==> src/rtl/mips_pkg.sv <==
// Shared MIPS pipeline definitions.
// Contents:
//   alu_op_e  - ALU operation codes carried through ID/EX uninterpreted
//   fwd_sel_e - operand source selected by the forwarding logic
//   fwd_hit   - match test for one forwarding source
package mips_pkg;

  localparam int REG_ADDR_W = 5;

  typedef enum logic [3:0] {
    ALU_LUI = 4'b0000,
    ALU_OR  = 4'b0001,
    ALU_SLL = 4'b0010,
    ALU_ADD = 4'b0011,
    ALU_SRL = 4'b0100
  } alu_op_e;

  typedef enum logic [1:0] {
    FWD_REG = 2'd0,
    FWD_EXM = 2'd1,
    FWD_WB  = 2'd2
  } fwd_sel_e;

  // A source forwards only when it writes a nonzero register equal to the
  // operand's register; register 0 is hardwired and never forwarded.
  function automatic logic fwd_hit(input logic                  we,
                                   input logic [REG_ADDR_W-1:0] src_rd,
                                   input logic [REG_ADDR_W-1:0] addr);
    return we & (src_rd != 5'd0) & (src_rd == addr);
  endfunction

endpackage

==> src/rtl/id_ex_operand_stage_forward_unit.sv <==
// forward_unit: selects the value of one ALU source operand.
// Ports:
//   addr_i          - register number of the operand
//   reg_data_i      - value read from the register file (registered in ID/EX)
//   exm_reg_write_i, exm_rd_i, exm_data_i - EX/MEM result source
//   wb_reg_write_i,  wb_rd_i,  wb_data_i  - MEM/WB result source
//   data_o          - forwarded operand value
module forward_unit
  import mips_pkg::*;
#(
  parameter int DATA_W = 32
) (
  input  logic [4:0]        addr_i,
  input  logic [DATA_W-1:0] reg_data_i,
  input  logic              exm_reg_write_i,
  input  logic [4:0]        exm_rd_i,
  input  logic [DATA_W-1:0] exm_data_i,
  input  logic              wb_reg_write_i,
  input  logic [4:0]        wb_rd_i,
  input  logic [DATA_W-1:0] wb_data_i,
  output logic [DATA_W-1:0] data_o
);

  fwd_sel_e fwd_sel;

  // Source selection: the younger EX/MEM result wins over MEM/WB.
  always_comb begin
    fwd_sel = FWD_REG;
    if (fwd_hit(exm_reg_write_i, exm_rd_i, addr_i)) begin
      fwd_sel = FWD_EXM;
    end else if (fwd_hit(wb_reg_write_i, wb_rd_i, addr_i)) begin
      fwd_sel = FWD_WB;
    end else begin
      fwd_sel = FWD_REG;
    end
  end

  // Operand mux driven by the selection above.
  always_comb begin
    data_o = reg_data_i;
    case (fwd_sel)
      FWD_EXM: data_o = exm_data_i;
      FWD_WB:  data_o = wb_data_i;
      FWD_REG: data_o = reg_data_i;
      default: data_o = reg_data_i;
    endcase
  end

endmodule

==> src/rtl/id_ex_operand_stage.sv <==
// id_ex_operand_stage: ID/EX pipeline register with operand forwarding and
// load-use hazard detection.
// Ports:
//   clk, reset            - rising-edge clock, asynchronous active-high reset
//   id_*_i                - decoded instruction fields captured each cycle
//   flush_i               - squash the instruction being captured
//   exm_*_i / wb_*_i      - EX/MEM and MEM/WB forwarding sources
//   a_o, b_o              - ALU operands (b_o is the immediate when alu_src)
//   store_data_o          - forwarded rt value for stores
//   shamt_o, alu_operation_o, rd_o - registered pass-through fields
//   valid_o, reg_write_o, mem_read_o, mem_write_o, mem_to_reg_o - controls
//   stall_o               - load-use hazard; upstream holds PC and IF/ID
module id_ex_operand_stage
  import mips_pkg::*;
#(
  parameter int DATA_W = 32
) (
  input  logic              clk,
  input  logic              reset,
  input  logic              id_valid_i,
  input  logic [4:0]        id_rs_addr_i,
  input  logic [4:0]        id_rt_addr_i,
  input  logic [4:0]        id_rd_addr_i,
  input  logic [DATA_W-1:0] id_rs_data_i,
  input  logic [DATA_W-1:0] id_rt_data_i,
  input  logic [DATA_W-1:0] id_imm_i,
  input  logic [4:0]        id_shamt_i,
  input  logic [3:0]        id_alu_op_i,
  input  logic              id_alu_src_i,
  input  logic              id_reg_write_i,
  input  logic              id_mem_read_i,
  input  logic              id_mem_write_i,
  input  logic              id_mem_to_reg_i,
  input  logic              flush_i,
  input  logic              exm_reg_write_i,
  input  logic [4:0]        exm_rd_i,
  input  logic [DATA_W-1:0] exm_data_i,
  input  logic              wb_reg_write_i,
  input  logic [4:0]        wb_rd_i,
  input  logic [DATA_W-1:0] wb_data_i,
  output logic [DATA_W-1:0] a_o,
  output logic [DATA_W-1:0] b_o,
  output logic [4:0]        shamt_o,
  output logic [3:0]        alu_operation_o,
  output logic [DATA_W-1:0] store_data_o,
  output logic [4:0]        rd_o,
  output logic              valid_o,
  output logic              reg_write_o,
  output logic              mem_read_o,
  output logic              mem_write_o,
  output logic              mem_to_reg_o,
  output logic              stall_o
);

  // Control registers (zeroed for a bubble)
  logic valid_q, valid_d;
  logic reg_write_q, reg_write_d;
  logic mem_read_q, mem_read_d;
  logic mem_write_q, mem_write_d;
  logic mem_to_reg_q, mem_to_reg_d;

  // Data registers (don't-care in a bubble, captured unconditionally)
  logic              alu_src_q;
  logic [4:0]        rs_addr_q, rt_addr_q, rd_q, shamt_q;
  logic [3:0]        alu_op_q;
  logic [DATA_W-1:0] rs_data_q, rt_data_q, imm_q;

  logic              stall_s;
  logic              capture_s;
  logic [DATA_W-1:0] rs_fwd_s, rt_fwd_s;

  // Load-use hazard: a load in this stage feeds a source of the decoding
  // instruction, so one bubble must be inserted before it can advance.
  always_comb begin
    stall_s = valid_q & mem_read_q & id_valid_i & (rd_q != 5'd0) &
              ((rd_q == id_rs_addr_i) | (rd_q == id_rt_addr_i));
  end

  // Control next-state: flush, stall and an invalid decode all give a bubble.
  always_comb begin
    capture_s    = id_valid_i & ~flush_i & ~stall_s;
    valid_d      = 1'b0;
    reg_write_d  = 1'b0;
    mem_read_d   = 1'b0;
    mem_write_d  = 1'b0;
    mem_to_reg_d = 1'b0;
    if (capture_s) begin
      valid_d      = 1'b1;
      reg_write_d  = id_reg_write_i;
      mem_read_d   = id_mem_read_i;
      mem_write_d  = id_mem_write_i;
      mem_to_reg_d = id_mem_to_reg_i;
    end else begin
      valid_d      = 1'b0;
      reg_write_d  = 1'b0;
      mem_read_d   = 1'b0;
      mem_write_d  = 1'b0;
      mem_to_reg_d = 1'b0;
    end
  end

  // Stage register; everything clears asynchronously on reset.
  always_ff @(posedge clk or posedge reset) begin
    if (reset) begin
      valid_q      <= 1'b0;
      reg_write_q  <= 1'b0;
      mem_read_q   <= 1'b0;
      mem_write_q  <= 1'b0;
      mem_to_reg_q <= 1'b0;
      alu_src_q    <= 1'b0;
      rs_addr_q    <= 5'd0;
      rt_addr_q    <= 5'd0;
      rd_q         <= 5'd0;
      shamt_q      <= 5'd0;
      alu_op_q     <= ALU_LUI;
      rs_data_q    <= {DATA_W{1'b0}};
      rt_data_q    <= {DATA_W{1'b0}};
      imm_q        <= {DATA_W{1'b0}};
    end else begin
      valid_q      <= valid_d;
      reg_write_q  <= reg_write_d;
      mem_read_q   <= mem_read_d;
      mem_write_q  <= mem_write_d;
      mem_to_reg_q <= mem_to_reg_d;
      alu_src_q    <= id_alu_src_i;
      rs_addr_q    <= id_rs_addr_i;
      rt_addr_q    <= id_rt_addr_i;
      rd_q         <= id_rd_addr_i;
      shamt_q      <= id_shamt_i;
      alu_op_q     <= id_alu_op_i;
      rs_data_q    <= id_rs_data_i;
      rt_data_q    <= id_rt_data_i;
      imm_q        <= id_imm_i;
    end
  end

  forward_unit #(.DATA_W(DATA_W)) u_fwd_rs (
    .addr_i          (rs_addr_q),
    .reg_data_i      (rs_data_q),
    .exm_reg_write_i (exm_reg_write_i),
    .exm_rd_i        (exm_rd_i),
    .exm_data_i      (exm_data_i),
    .wb_reg_write_i  (wb_reg_write_i),
    .wb_rd_i         (wb_rd_i),
    .wb_data_i       (wb_data_i),
    .data_o          (rs_fwd_s)
  );

  forward_unit #(.DATA_W(DATA_W)) u_fwd_rt (
    .addr_i          (rt_addr_q),
    .reg_data_i      (rt_data_q),
    .exm_reg_write_i (exm_reg_write_i),
    .exm_rd_i        (exm_rd_i),
    .exm_data_i      (exm_data_i),
    .wb_reg_write_i  (wb_reg_write_i),
    .wb_rd_i         (wb_rd_i),
    .wb_data_i       (wb_data_i),
    .data_o          (rt_fwd_s)
  );

  // Operand B takes the immediate for alu_src; stores always use forwarded rt.
  always_comb begin
    a_o          = rs_fwd_s;
    store_data_o = rt_fwd_s;
    if (alu_src_q) begin
      b_o = imm_q;
    end else begin
      b_o = rt_fwd_s;
    end
  end

  assign stall_o         = stall_s;
  assign shamt_o         = shamt_q;
  assign alu_operation_o = alu_op_q;
  assign rd_o            = rd_q;
  assign valid_o         = valid_q;
  assign reg_write_o     = reg_write_q;
  assign mem_read_o      = mem_read_q;
  assign mem_write_o     = mem_write_q;
  assign mem_to_reg_o    = mem_to_reg_q;

endmodule

==> config.mk <==
export PLATFORM = sky130hd
export DESIGN_NAME = id_ex_operand_stage
export DESIGN_NICKNAME = d
export VERILOG_FILES = /design/src/rtl/mips_pkg.sv /design/src/rtl/id_ex_operand_stage_forward_unit.sv /design/src/rtl/id_ex_operand_stage.sv
export SDC_FILE = /design/constraint.sdc
export NUM_CORES = 1
export LEC_CHECK = 0
export BUFFER_PORTS_ARGS = -buffer_cell sky130_fd_sc_hd__buf_2
export CORE_AREA = 2 2 126 128
export CTS_BUF_LIST = sky130_fd_sc_hd__clkbuf_8
export CTS_CLUSTER_DIAMETER = 40
export DETAILED_ROUTE_END_ITERATION = 8
export DIE_AREA = 0 0 128 130
export PLACE_DENSITY = 0.77
export SKIP_LAST_GASP = 1
export SLEW_MARGIN = 25
export SYNTH_ARGS = -nofsm -noshare
export SYNTH_HDL_FRONTEND = slang
export SYNTH_SLANG_ARGS = --single-unit
==> constraint.sdc <==
create_clock -name clk -period 6.65 [get_ports clk]
set_input_delay 1.995 -clock clk [delete_from_list [all_inputs] [get_ports clk]]
set_output_delay 1.995 -clock clk [all_outputs]
set_load 0.005 [all_outputs]
### Word-level counts from Yosys, hierarchy flattened

Cells that the tools add are included.
Widths: inputs -> output; s select.

* bits in registers: 126
* input bits: 205
* logic and storage cells: 54
* output and inout port bits: 116

* bitwise logic cells: 15
* reductions and logical operators: 3
* mux-type cells: 12
* equality and inequality tests: 10

Operators by type and width (number)
* $pmux 32 s2: 2
* $mux 32: 1
* $eq 5x5->1: 6
* $reduce_bool 5->1: 3
* $and 1x1->1: 12
* $mux 2: 4
* $mux 1: 5
* $eq 2x1->1 const B: 2
* $eq 2x2->1 const B: 2
* $not 1->1: 2
* $or 1x1->1: 1

### Longest topological paths before layout

Gate-level depths: netlist of run 1.

* depth after elaboration: 8
* depth in mapped cells: 7
* mapped depth without buffers: 5

### Hierarchy

A second synthesis of run 1 with hierarchy kept.

* cells, all modules: 553
* area, all modules: 6775.2 µm²

By module, submodules not included
* id_ex_operand_stage: area each 3734.8 µm², times used 1, cells an instance 193
* forward_unit: area each 1520.2 µm², times used 2, cells an instance 180

### Worst setup path after synthesis of run 1

OpenSTA, ideal clock, no wires.

* path type: input to output
* from: input port wb_rd_i[0]
* to: output port store_data_o[0]
* path slack: 1238 ps
* arrival time: 3417 ps
* stages: 7
* cell sequence: or4_1 -> nor2_2 -> or3_4 -> buf_12 -> buf_12 -> mux2i_1 -> a21oi_1

* word-level cells in the longest chain between the ends: 7

Ends and longest elaborated chain
* start: declaration: line id_ex_operand_stage.sv:39 `input logic [4:0] wb_rd_i,`
* $reduce_bool 5->1: line mips_pkg.sv:29 `return we & (src_rd != 5'd0) & (src_rd == addr);`
* $and 1x1->1: line mips_pkg.sv:29
* $and 1x1->1 (*): line mips_pkg.sv:29
* $mux 2 (*): line id_ex_operand_stage_forward_unit.sv:31 `end else if (fwd_hit(wb_reg_write_i, wb_rd_i, addr_i)) begin`
* $mux 2 (*): line id_ex_operand_stage_forward_unit.sv:29 `if (fwd_hit(exm_reg_write_i, exm_rd_i, addr_i)) begin`
* $eq 2x2->1 / $eq 2x1->1 (equally long branches): line id_ex_operand_stage_forward_unit.sv:41 `case (fwd_sel)`
* $pmux 32 s2 (*): line id_ex_operand_stage_forward_unit.sv:41
* end: declaration: line id_ex_operand_stage.sv:45 `output logic [DATA_W-1:0] store_data_o,`

Mark *: on every way between the ends. The rest lies on a longest branch, timed or not.

### Worst setup path in the final report of run 1

* from: input port exm_rd_i[0]
* to: output port b_o[18]

* word-level cells in the longest chain between the ends: 7

Ends and longest elaborated chain
* start: declaration: line id_ex_operand_stage.sv:36 `input logic [4:0] exm_rd_i,`
* $reduce_bool 5->1: line mips_pkg.sv:29
* $and 1x1->1: line mips_pkg.sv:29
* $and 1x1->1 (*): line mips_pkg.sv:29
* $mux 2 (*): line id_ex_operand_stage_forward_unit.sv:29
* $eq 2x2->1 / $eq 2x1->1 (equally long branches): line id_ex_operand_stage_forward_unit.sv:41
* $pmux 32 s2 (*): line id_ex_operand_stage_forward_unit.sv:41
* $mux 32 (*): line id_ex_operand_stage.sv:165 `if (alu_src_q) begin`
* end: declaration: line id_ex_operand_stage.sv:42 `output logic [DATA_W-1:0] b_o,`

Marked as above.

==> results of run 1 <==
cells in the final DEF, fill, tap and decap left out, types with 3 or more instances in the layout:
cell / netlist / routed
bufinv_16: 0 / 4
nor3_1: 34 / 34
o21ai_1: 8 / 8
and2_1: 4 / 4
dfrtp_1: 126 / 125
xor2_1: 10 / 10
nand2_1: 35 / 35
xnor2_1: 20 / 20
nor2_1: 33 / 33
mux2i_1: 64 / 64
inv_6: 0 / 3
a221oi_2: 30 / 30
o21ai_0: 24 / 24
clkbuf_8: 0 / 20
inv_1: 33 / 32
clkinvlp_4: 0 / 4
buf_4: 3 / 8
buf_2: 10 / 320
a21oi_1: 33 / 33
tightest hold or removal path, delay by kind of cell (launching register included):
| family | cells | cell delay [ps] |
|---|---|---|
| AOI/OAI and AO/OA | 2 | 290 |
| DFF | 1 | 350 |
worst max-delay path by stage:
stage | start | end | slack, ps | depth (start not counted)
5_1_grt | exm_rd_i[0] | b_o[16] | 370 | 8
4_1_cts | exm_rd_i[0] | b_o[6] | 550 | 8
2_1_floorplan | wb_rd_i[0] | store_data_o[0] | 1240 | 7
3_5_place_dp | exm_rd_i[0] | b_o[6] | 550 | 8
6_report | exm_rd_i[0] | b_o[18] | 530 | 8
3_3_place_gp | exm_rd_i[1] | a_o[0] | 510 | 7
flip-flops by register name (all words and copies together) (netlist names):
signal and count:
alu_operation_o 4, alu_src_q 1, imm_q 32, mem_read_o 1
mem_to_reg_o 1, mem_write_o 1, rd_o 5, reg_write_o 1
rs_addr_q 5, rs_data_q 32, rt_addr_q 5, rt_data_q 32
shamt_o 5, valid_o 1
power by group:
| part | internal (µW) | switching (µW) | leakage (µW) |
|---|---|---|---|
| Sequential | 804 | 19.5 | 0.00148 |
| Combinational | 128 | 133 | 0.00229 |
| Clock | 442 | 313 | 0.000218 |
metal layers:
| layer | global-route usage (%) | routed length (µm) | up-vias |
|---|---|---|---|
| li1 | - | - | 2408 |
| met1 | 22.23 | 6832 | 2440 |
| met2 | 37.59 | 9200 | 242 |
| met3 | 6.068 | 1338 | 29 |
| met4 | 9.761 | 418 | 0 |
| met5 | 0 | 0 | - |
cells by family after synthesis:
kind of cell,count (synthesis)
DFF,126
and+or+nand+nor,120
AOI/OAI and AO/OA,101
buffers and inverters,67
muxes,64
xor gates and xnor gates,30
through the flow:
step	worst slack, ps	hold WS (ps)	cells
global placement	512.7	684.3	995
finish	529.8	688.0	1029
floorplan	1238	640.5	508
CTS	549.6	693.5	1027
global route	373.3	756.0	1027
detailed placement	547.5	680.7	995
area by class of cell:
class / count / area (µm²) / share of cell area [%]
Antenna cell: 2 / 5.005 / 0.06272
Clock buffer: 20 / 275.3 / 3.449
Clock inverter: 12 / 181.4 / 2.273
Inverter: 33 / 126.4 / 1.584
Multi-Input combinational cell: 315 / 2316 / 29.02
Sequential cell: 126 / 3154 / 39.53
Tap cell: 192 / 240.2 / 3.010
Timing Repair Buffer: 329 / 1682 / 21.07
==> flow_summary_export.csv, run 1 <==
group,metric,value,unit
outcome,status,"finished clean",
cts,clk_latency,430,ps
logic_synthesis,synth-async-reset-ratio,100.0,%
logic_synthesis,synthXorXnorAreaFrac,4.538,%
logic_synthesis,synthTopCellsByCount,"dfrtp_1, mux2i_1, nand2_1",
sta,max_freq,163.4,MHz
min_path,min_to,"valid_o",
sta,period_minus_slack,6120,ps
logic_synthesis,synthAdderAreaFrac,0,%
logic_synthesis,ys_seq_area_share,54.45,%
min_path,hold_class,"flop to flop",
critical_path,cp.arrival,4130,ps
sta,finalCritPeriodShare,92.03,%
critical_path,crit_fanout,60,
placement,place_area,7518,µm²
floorplanning,die_h,130,µm
critical_path,critical_path_required,4660,ps
min_path,hold_path_startpoint,"valid_o",
logic_synthesis,ys.flop_type,"dfrtp_1",
cts,clock_sinks,126,
grt,grt_overflow,0,
placement,numPortBuffers,320,
grt,grt_antenna_before_repair,3,
critical_path,crit_path_max_incr_delay,530,ps
floorplanning,dieWidth,128,µm
min_path,whs_path_depth,2,
logic_synthesis,synthesis.area,5791,µm²
critical_path,worst-r2r-setup-slack,5020,ps
cts,cts_resized,0,
layout,area_growth,37.81,%
power_and_ir_drop,p_total,1840,µW
power_and_ir_drop,power_leakage,0.003988,µW
floorplanning,initial_utilization,37.54,%
sta,grt_setup_unrepaired,"no",
critical_path,critPathKind,"primary input to output pin",
critical_path,crit_chain,"buf_2 > or4_1 > o21a_1 > nand3_4 > buf_4 > nor3_1 > a221oi_2 > buf_2",
cts,cts_tree,"built",
logic_synthesis,yosysWarningCount,0,
sta,finalClockSkew,6.037,ps
sta,worst_pin_slew,917.2,ps
cts,cts_setup_buffers,0,
logic_synthesis,synth_nets,713,
detailed_routing,drt_drc_violations_left,0,
critical_path,rr_worst_depth,4,
layout,fill_cells,1383,
detailed_routing,routed_wl,17790,µm
floorplanning,pin_count,321,
logic_synthesis,yosys.area_share.simple,9.745,%
critical_path,cp_top_family,"simple AND/OR/NAND/NOR gates",
cts,cts_hold_buf,0,
logic_synthesis,synth_cell_types,33,
logic_synthesis,post-synth-top-count-cell,"dfrtp_1",
detailed_routing,antenna_left,0,
cts,cts-root-buf,"clkbuf_8",
layout,drive_gt1_share,47.78,%
sta,hold_viol,0,
grt,first_global_vias,5129,
floorplanning,core-area,15420,µm²
placement,gp_congestion,0.8693,
logic_synthesis,synthMuxAreaShare,11.06,%
logic_synthesis,synth_top_family_by_area,"compound AO/OA/AOI/OAI gates",
logic_synthesis,synth-compound-area-share,14.33,%
grt,grt_start_max_net_pins,75,
logic_synthesis,yosysTopAreaCell,"dfrtp_1",
critical_path,path_buf_inv,3,
critical_path,r2r_start,"rd_o[0]",
cts,clk_pin_slew_worst_paths,80,ps
detailed_routing,num_vias,5119,
critical_path,end_kind,"output pin",
critical_path,startpoint_type,"primary input",
critical_path,cpMostUsedCell,"buf_2",
grt,grt_util_all_layers,20.69,%
logic_synthesis,synth_edf_count,0,
detailed_routing,post_drt_wl_per_cell,17.29,µm
logic_synthesis,synth_top_area_share,54.45,%
floorplanning,rows,46,
sta,finalMaxSlewViolations,0,
grt,grt_pass1_wl,25850,µm
logic_synthesis,syn_avg_cell_area,11.40,µm²
sta,setup_viol,0,
logic_synthesis,synth.area.top_cells,"dfrtp_1, mux2i_1, a221oi_2, xnor2_1, nor3_1",
cts,cts_max_level,4,
layout,fin_nets,1027,
detailed_routing,drt-pass1-iter-count,4,
detailed_routing,first_iter_violations,179,
power_and_ir_drop,power.density,230.6,nW/µm²
cts,cts_buffers,17,
detailed_routing,via_per_inst,4.975,
placement,dp_hpwl,13470,µm
flow_run,maxCapViolations,0,
critical_path,worstReg2RegEnd,"mem_write_o",
sta,tns,0,ps
layout,final_core_util,51.74,%
floorplanning,dieArea,16640,µm²
critical_path,slowest_stage,"or4_1",
logic_synthesis,synthCells,508,
logic_synthesis,ys_ff_latch,126,
layout,fin_area,7980,µm²
sta,slew_headroom,38.85,%
cts,cts_buffer_depth,2,
power_and_ir_drop,ir_worst_vdd,158.9,µV
(Power assumes the default switching activity.)
==> run 2: changes to the inputs <==
==> constraint.sdc (replaced) <==
create_clock -name clk -period 6.65 [get_ports clk]
set_input_delay 0.665 -clock clk [delete_from_list [all_inputs] [get_ports clk]]
set_output_delay 0.665 -clock clk [all_outputs]
set_load 0.005 [all_outputs]
==> run 2 against run 1 <==
  * Flip-flop and latch count is the same
  * Hold slack lost 360 ps
  * Power grew 0.94%
  * Clock skew shrank 3.2 ps
  * Global-route usage grew 0.14 points
  * Non-clock buffer count shrank 2
  * Combinational power is essentially flat
  * Sequential power shrank 0.6%
  * First-iteration DRC count grew 7.3%
==> flow_summary_export.csv, run 2 (same netlist as run 1, synthesis figures left out) <==
group,metric,value,unit
outcome,status,"finished clean",
layout,final_cell_mix,"buf_2, dfrtp_1, mux2i_1, nand2_1, nor3_1",
floorplanning,dieArea,16640,µm²
sta,max_freq,273.3,MHz
power_and_ir_drop,power.density,232.6,nW/µm²
layout,fin_nets,1025,
critical_path,startpoint_type,"primary input",
grt,grt_overflow,0,
detailed_routing,routed_wl,17430,µm
min_path,hold_class,"primary input to flop",
sta,tns,0,ps
cts,cts_setup_buffers,0,
sta,finalMaxSlewViolations,0,
power_and_ir_drop,p_total,1858,µW
cts,cts_buffers,17,
sta,finalCritPeriodShare,55.02,%
sta,hold_viol,0,
critical_path,slowest_stage,"a31oi_4",
layout,fin_cells,1026,
grt,grt_antenna_before_repair,1,
floorplanning,die_h,130,µm
floorplanning,initial_utilization,37.54,%
cts,cts_max_level,4,
critical_path,path_buf_inv,3,
detailed_routing,via_per_inst,4.884,
layout,multi_input_area,2315,µm²
power_and_ir_drop,power_leakage,0.003992,µW
cts,cts_hold_buf,0,
cts,cts_resized,0,
critical_path,cp.arrival,2990,ps
sta,grt_setup_unrepaired,"no",
grt,grt_pass1_wl,25960,µm
cts,cts_buffer_depth,2,
cts,clk_pin_slew_worst_paths,80,ps
placement,numPortBuffers,320,
floorplanning,dieWidth,128,µm
cts,clock_sinks,126,
layout,fill_cells,1409,
sta,setup_viol,0,
flow_run,maxCapViolations,0,
critical_path,crit_path_max_incr_delay,620,ps
detailed_routing,post_drt_wl_per_cell,16.99,µm
floorplanning,rows,46,
floorplanning,core-area,15420,µm²
critical_path,crit_fanout,20,
critical_path,cp_top_family,"compound AO/OA/AOI/OAI gates",
grt,grt_util_all_layers,20.83,%
layout,top_regs,"imm_q (32), rs_data_q (32), rt_data_q (32)",
sta,finalClockSkew,2.870,ps
cts,clk_latency,430,ps
placement,dp_hpwl,12860,µm
layout,final_core_util,51.78,%
floorplanning,pin_count,321,
grt,first_global_vias,4982,
grt,grt_start_max_net_pins,97,
detailed_routing,first_iter_violations,192,
placement,post-place-cells,992,
cts,cts-root-buf,"clkbuf_8",
detailed_routing,antenna_left,0,
critical_path,cpMostUsedCell,"buf_2",
detailed_routing,drt-pass1-iter-count,5,
critical_path,end_kind,"output pin",
sta,fin_hold_ws,329.9,ps
sta,slew_headroom,39.09,%
detailed_routing,num_vias,5011,
sta,period_minus_slack,3659,ps
detailed_routing,drt_drc_violations_left,0,
critical_path,critical_path_required,5980,ps
layout,area_growth,37.92,%
critical_path,critPathKind,"primary input to output pin",
layout,layout_commonest_cell,"buf_2",
cts,cts_tree,"built",
sta,worst_pin_slew,913.7,ps
power_and_ir_drop,ir_worst_vdd,172.8,µV
layout,register_area,3154,µm²
layout,drive_gt1_share,47.66,%
critical_path,crit_chain,"buf_2 > or4_1 > o21a_1 > a31oi_4 > buf_4 > a221oi_2 > buf_2",
placement,gp_congestion,0.8239,
==> run 2: layout make-up <==
type                    instances  area share (%)
clock inverters                13           2.663
repair buffers                327           20.96
clock buffers                  19           3.274
diodes                          1         0.03133
inverters                      33           1.582
multi-input cells             315           28.98
well taps                     192           3.008
flip-flops and latches        126           39.50
==> run 2: final timing paths <==
check                                  from            end  slack (ps)  cells after the start
max in group asynchronous             reset      alu_src_q        4910                      3
hold reg to reg                     valid_o        valid_o         700                      2
setup / recovery                exm_rd_i[0]         b_o[7]        2990                      7
min in group asynchronous             reset    mem_write_o         360                      2
hold / removal             id_rs_data_i[11]  rs_data_q[11]         330                      1
setup reg to reg                    rd_o[0]    reg_write_o        5020                      4
==> run 2: per-layer routing <==
| metal | up-vias | share of wire (%) | GRT usage (%) | routed length, µm |
|---|---|---|---|---|
| met4 | 0 | 1.3 | 6.917 | 230 |
| met1 | 2366 | 39 | 23.64 | 6755 |
| li1 | 2395 | - | - | - |
| met5 | - | 0 | 0 | 0 |
| met2 | 232 | 52 | 37.24 | 9073 |
| met3 | 18 | 7.9 | 6.806 | 1369 |
==> run 2: through the flow <==
| stage | setup WS (ps) | cell area, µm² |
|---|---|---|
| floorplan | 2629 | 5791 |
| global placement | 3003 | 7482 |
| detailed placement | 2851 | 7482 |
| CTS | 2696 | 7956 |
| global route | 2866 | 7984 |
| finish | 2991 | 7986 |
==> run 2: report_power, final <==
part	switching [µW]	internal (µW)	total, µW	leakage (µW)
clock	307	468	775	0.000228
combinational	136	128	264	0.00229
sequential	14.9	804	819	0.00148
total	458	1400	1860	0.00399
==> run 3: changes to the inputs <==
==> constraint.sdc (replaced) <==
create_clock -name clk -period 3.67 [get_ports clk]
set_input_delay 0.367 -clock clk [delete_from_list [all_inputs] [get_ports clk]]
set_output_delay 0.367 -clock clk [all_outputs]
set_load 0.005 [all_outputs]
==> run 3 against run 2 <==
  * Via count grew 4.5%
  * Critical path depth is the same
  * Clock power grew 64%
  * Final cell count grew 4.4%
  * Clock skew is essentially flat
  * Critical path type is now flop to output pin
  * Highest routed layer is now met5
==> flow_summary_export.csv, run 3 (same netlist as run 1, synthesis figures left out) <==
group,metric,value,unit
sta,max_freq,313.9,MHz
floorplanning,initial_utilization,37.54,%
critical_path,slowest_stage,"nor3_1",
critical_path,critical_path_required,3300,ps
layout,fin_nets,1070,
sta,finalCritPeriodShare,86.82,%
layout,area_growth,44.79,%
critical_path,end_kind,"output pin",
grt,grt_antenna_before_repair,2,
floorplanning,rows,46,
cts,cts_buffers,17,
detailed_routing,routed_wl,18180,µm
sta,slew_headroom,48.29,%
critical_path,critPathKind,"flop to output pin",
critical_path,rr_worst_depth,4,
detailed_routing,drt-pass1-iter-count,4,
outcome,status,"finished clean",
grt,grt_start_max_net_pins,61,
placement,gp_congestion,0.8142,
critical_path,crit_path_max_incr_delay,510,ps
critical_path,cpMostUsedCell,"nor3_1",
detailed_routing,post_drt_wl_per_cell,16.97,µm
floorplanning,die_h,130,µm
critical_path,crit_chain,"xor2_1 > nor3_1 > nand3_4 > buf_12 > nor3_1 > a221oi_2 > buf_2",
detailed_routing,first_iter_violations,166,
sta,worst_pin_slew,775.6,ps
cts,cts_max_level,4,
flow_run,maxCapViolations,0,
sta,setup_viol,0,
detailed_routing,drt_drc_violations_left,0,
power_and_ir_drop,ir_worst_vdd,225.9,µV
floorplanning,dieWidth,128,µm
grt,grt_pass1_wl,26550,µm
cts,clk_latency,430,ps
critical_path,cp.arrival,2820,ps
layout,fill_cells,1403,
power_and_ir_drop,power.density,391.2,nW/µm²
cts,cts-root-buf,"clkbuf_8",
detailed_routing,num_vias,5236,
cts,cts_tree,"built",
sta,hold_viol,0,
detailed_routing,via_per_inst,4.889,
power_and_ir_drop,power_leakage,0.004163,µW
min_path,whs_path_depth,1,
critical_path,startpoint_type,"flop",
sta,finalClockSkew,2.936,ps
layout,drive_gt1_share,45.22,%
sta,grt_setup_unrepaired,"no",
layout,layout_commonest_cell,"buf_2",
cts,clock_sinks,126,
sta,finalMaxSlewViolations,0,
floorplanning,core-area,15420,µm²
cts,clk_pin_slew_worst_paths,80,ps
layout,top_regs,"imm_q (32), rs_data_q (32), rt_data_q (32)",
power_and_ir_drop,p_total,3280,µW
layout,final_cell_mix,"buf_2, dfrtp_1, mux2i_1, dlygate4sd3_1, nand2_1",
grt,grt_overflow,0,
placement,dp_hpwl,12860,µm
floorplanning,dieArea,16640,µm²
sta,tns,0,ps
grt,grt_util_all_layers,21.16,%
cts,cts_buffer_depth,2,
critical_path,crit_fanout,60,
placement,place_area,7531,µm²
detailed_routing,antenna_left,0,
min_path,hold_class,"primary input to flop",
layout,fin_area,8384,µm²
floorplanning,pin_count,321,
grt,first_global_vias,5248,
sta,period_minus_slack,3186,ps
placement,numPortBuffers,320,
cts,cts_resized,0,
[run 3: cell count changes in the layout (fill, tap and decap cells not counted), moves of 2 or more]
cell,delta
buf_12,+2
bufinv_16,-2
clkinv_2,+2
clkinv_4,-3
dlygate4sd3_1,+43
inv_1,+2
[run 3: repair_timing]
action,CTS,global route
setup endpoints to repair,0,0
setup buffers,0,0
endpoints found under the hold margin,39,5
hold buffers,38,5
[run 3: where the power goes]
| part | switching, µW | internal [µW] |
|---|---|---|
| logic | 250 | 265 |
| clock network | 554 | 718 |
| registers | 34.7 | 1460 |
[run 3: worst max-delay path: cells and delay by family, from the launching register on]
family | cells | cell delay [ps]
flip-flops | 1 | 410
AO/OA/AOI/OAI | 1 | 50
AND/OR/NAND/NOR | 3 | 1200
buffers and inverters | 2 | 550
XOR/XNOR | 1 | 170
[run 3: path summary, 6_finish.rpt]
kind | slack (ps) | start | to
setup / recovery | 480 | rt_addr_q[4] | b_o[1]
hold reg to reg | 690 | valid_o | valid_o
min in group asynchronous | 370 | reset | rs_data_q[4]
max in group asynchronous | 2540 | reset | alu_src_q
setup reg to reg | 2020 | rd_o[0] | mem_to_reg_o
hold / removal | 30 | id_rs_data_i[26] | rs_data_q[26]
[run 3: final cells by class]
type	instances	area, µm²	share of cell area (%)
antenna	1	2.502	0.02985
sequential	126	3154	37.62
multi-input combinational	315	2316	27.62
clock buffer	20	275.3	3.283
inverter	33	127.6	1.522
tap	192	240.2	2.865
clock inverter	12	143.9	1.716
timing repair buffer	372	2125	25.34
[run 3: metrics by stage]
stage	utilization, %	worst slack, ps	std cells	hold WS, ps
6_report	54.36	483.8	1071	32.49
5_1_grt	54.34	224.0	1070	0.3688
4_1_cts	54.01	434.4	1065	0.1045
3_5_place_dp	48.82	802.4	995	261.5
3_3_place_gp	48.82	808.6	995	257.5
2_1_floorplan	-	1514	508	398.4
[run 3: metal layers]
metal | vias up | wire length (µm) | GRT usage, %
met3 | 34 | 1449 | 7.421
met1 | 2470 | 6904 | 22.97
met2 | 243 | 9431 | 37.87
met5 | - | 11 | 0
li1 | 2487 | - | -
met4 | 2 | 382 | 8.662
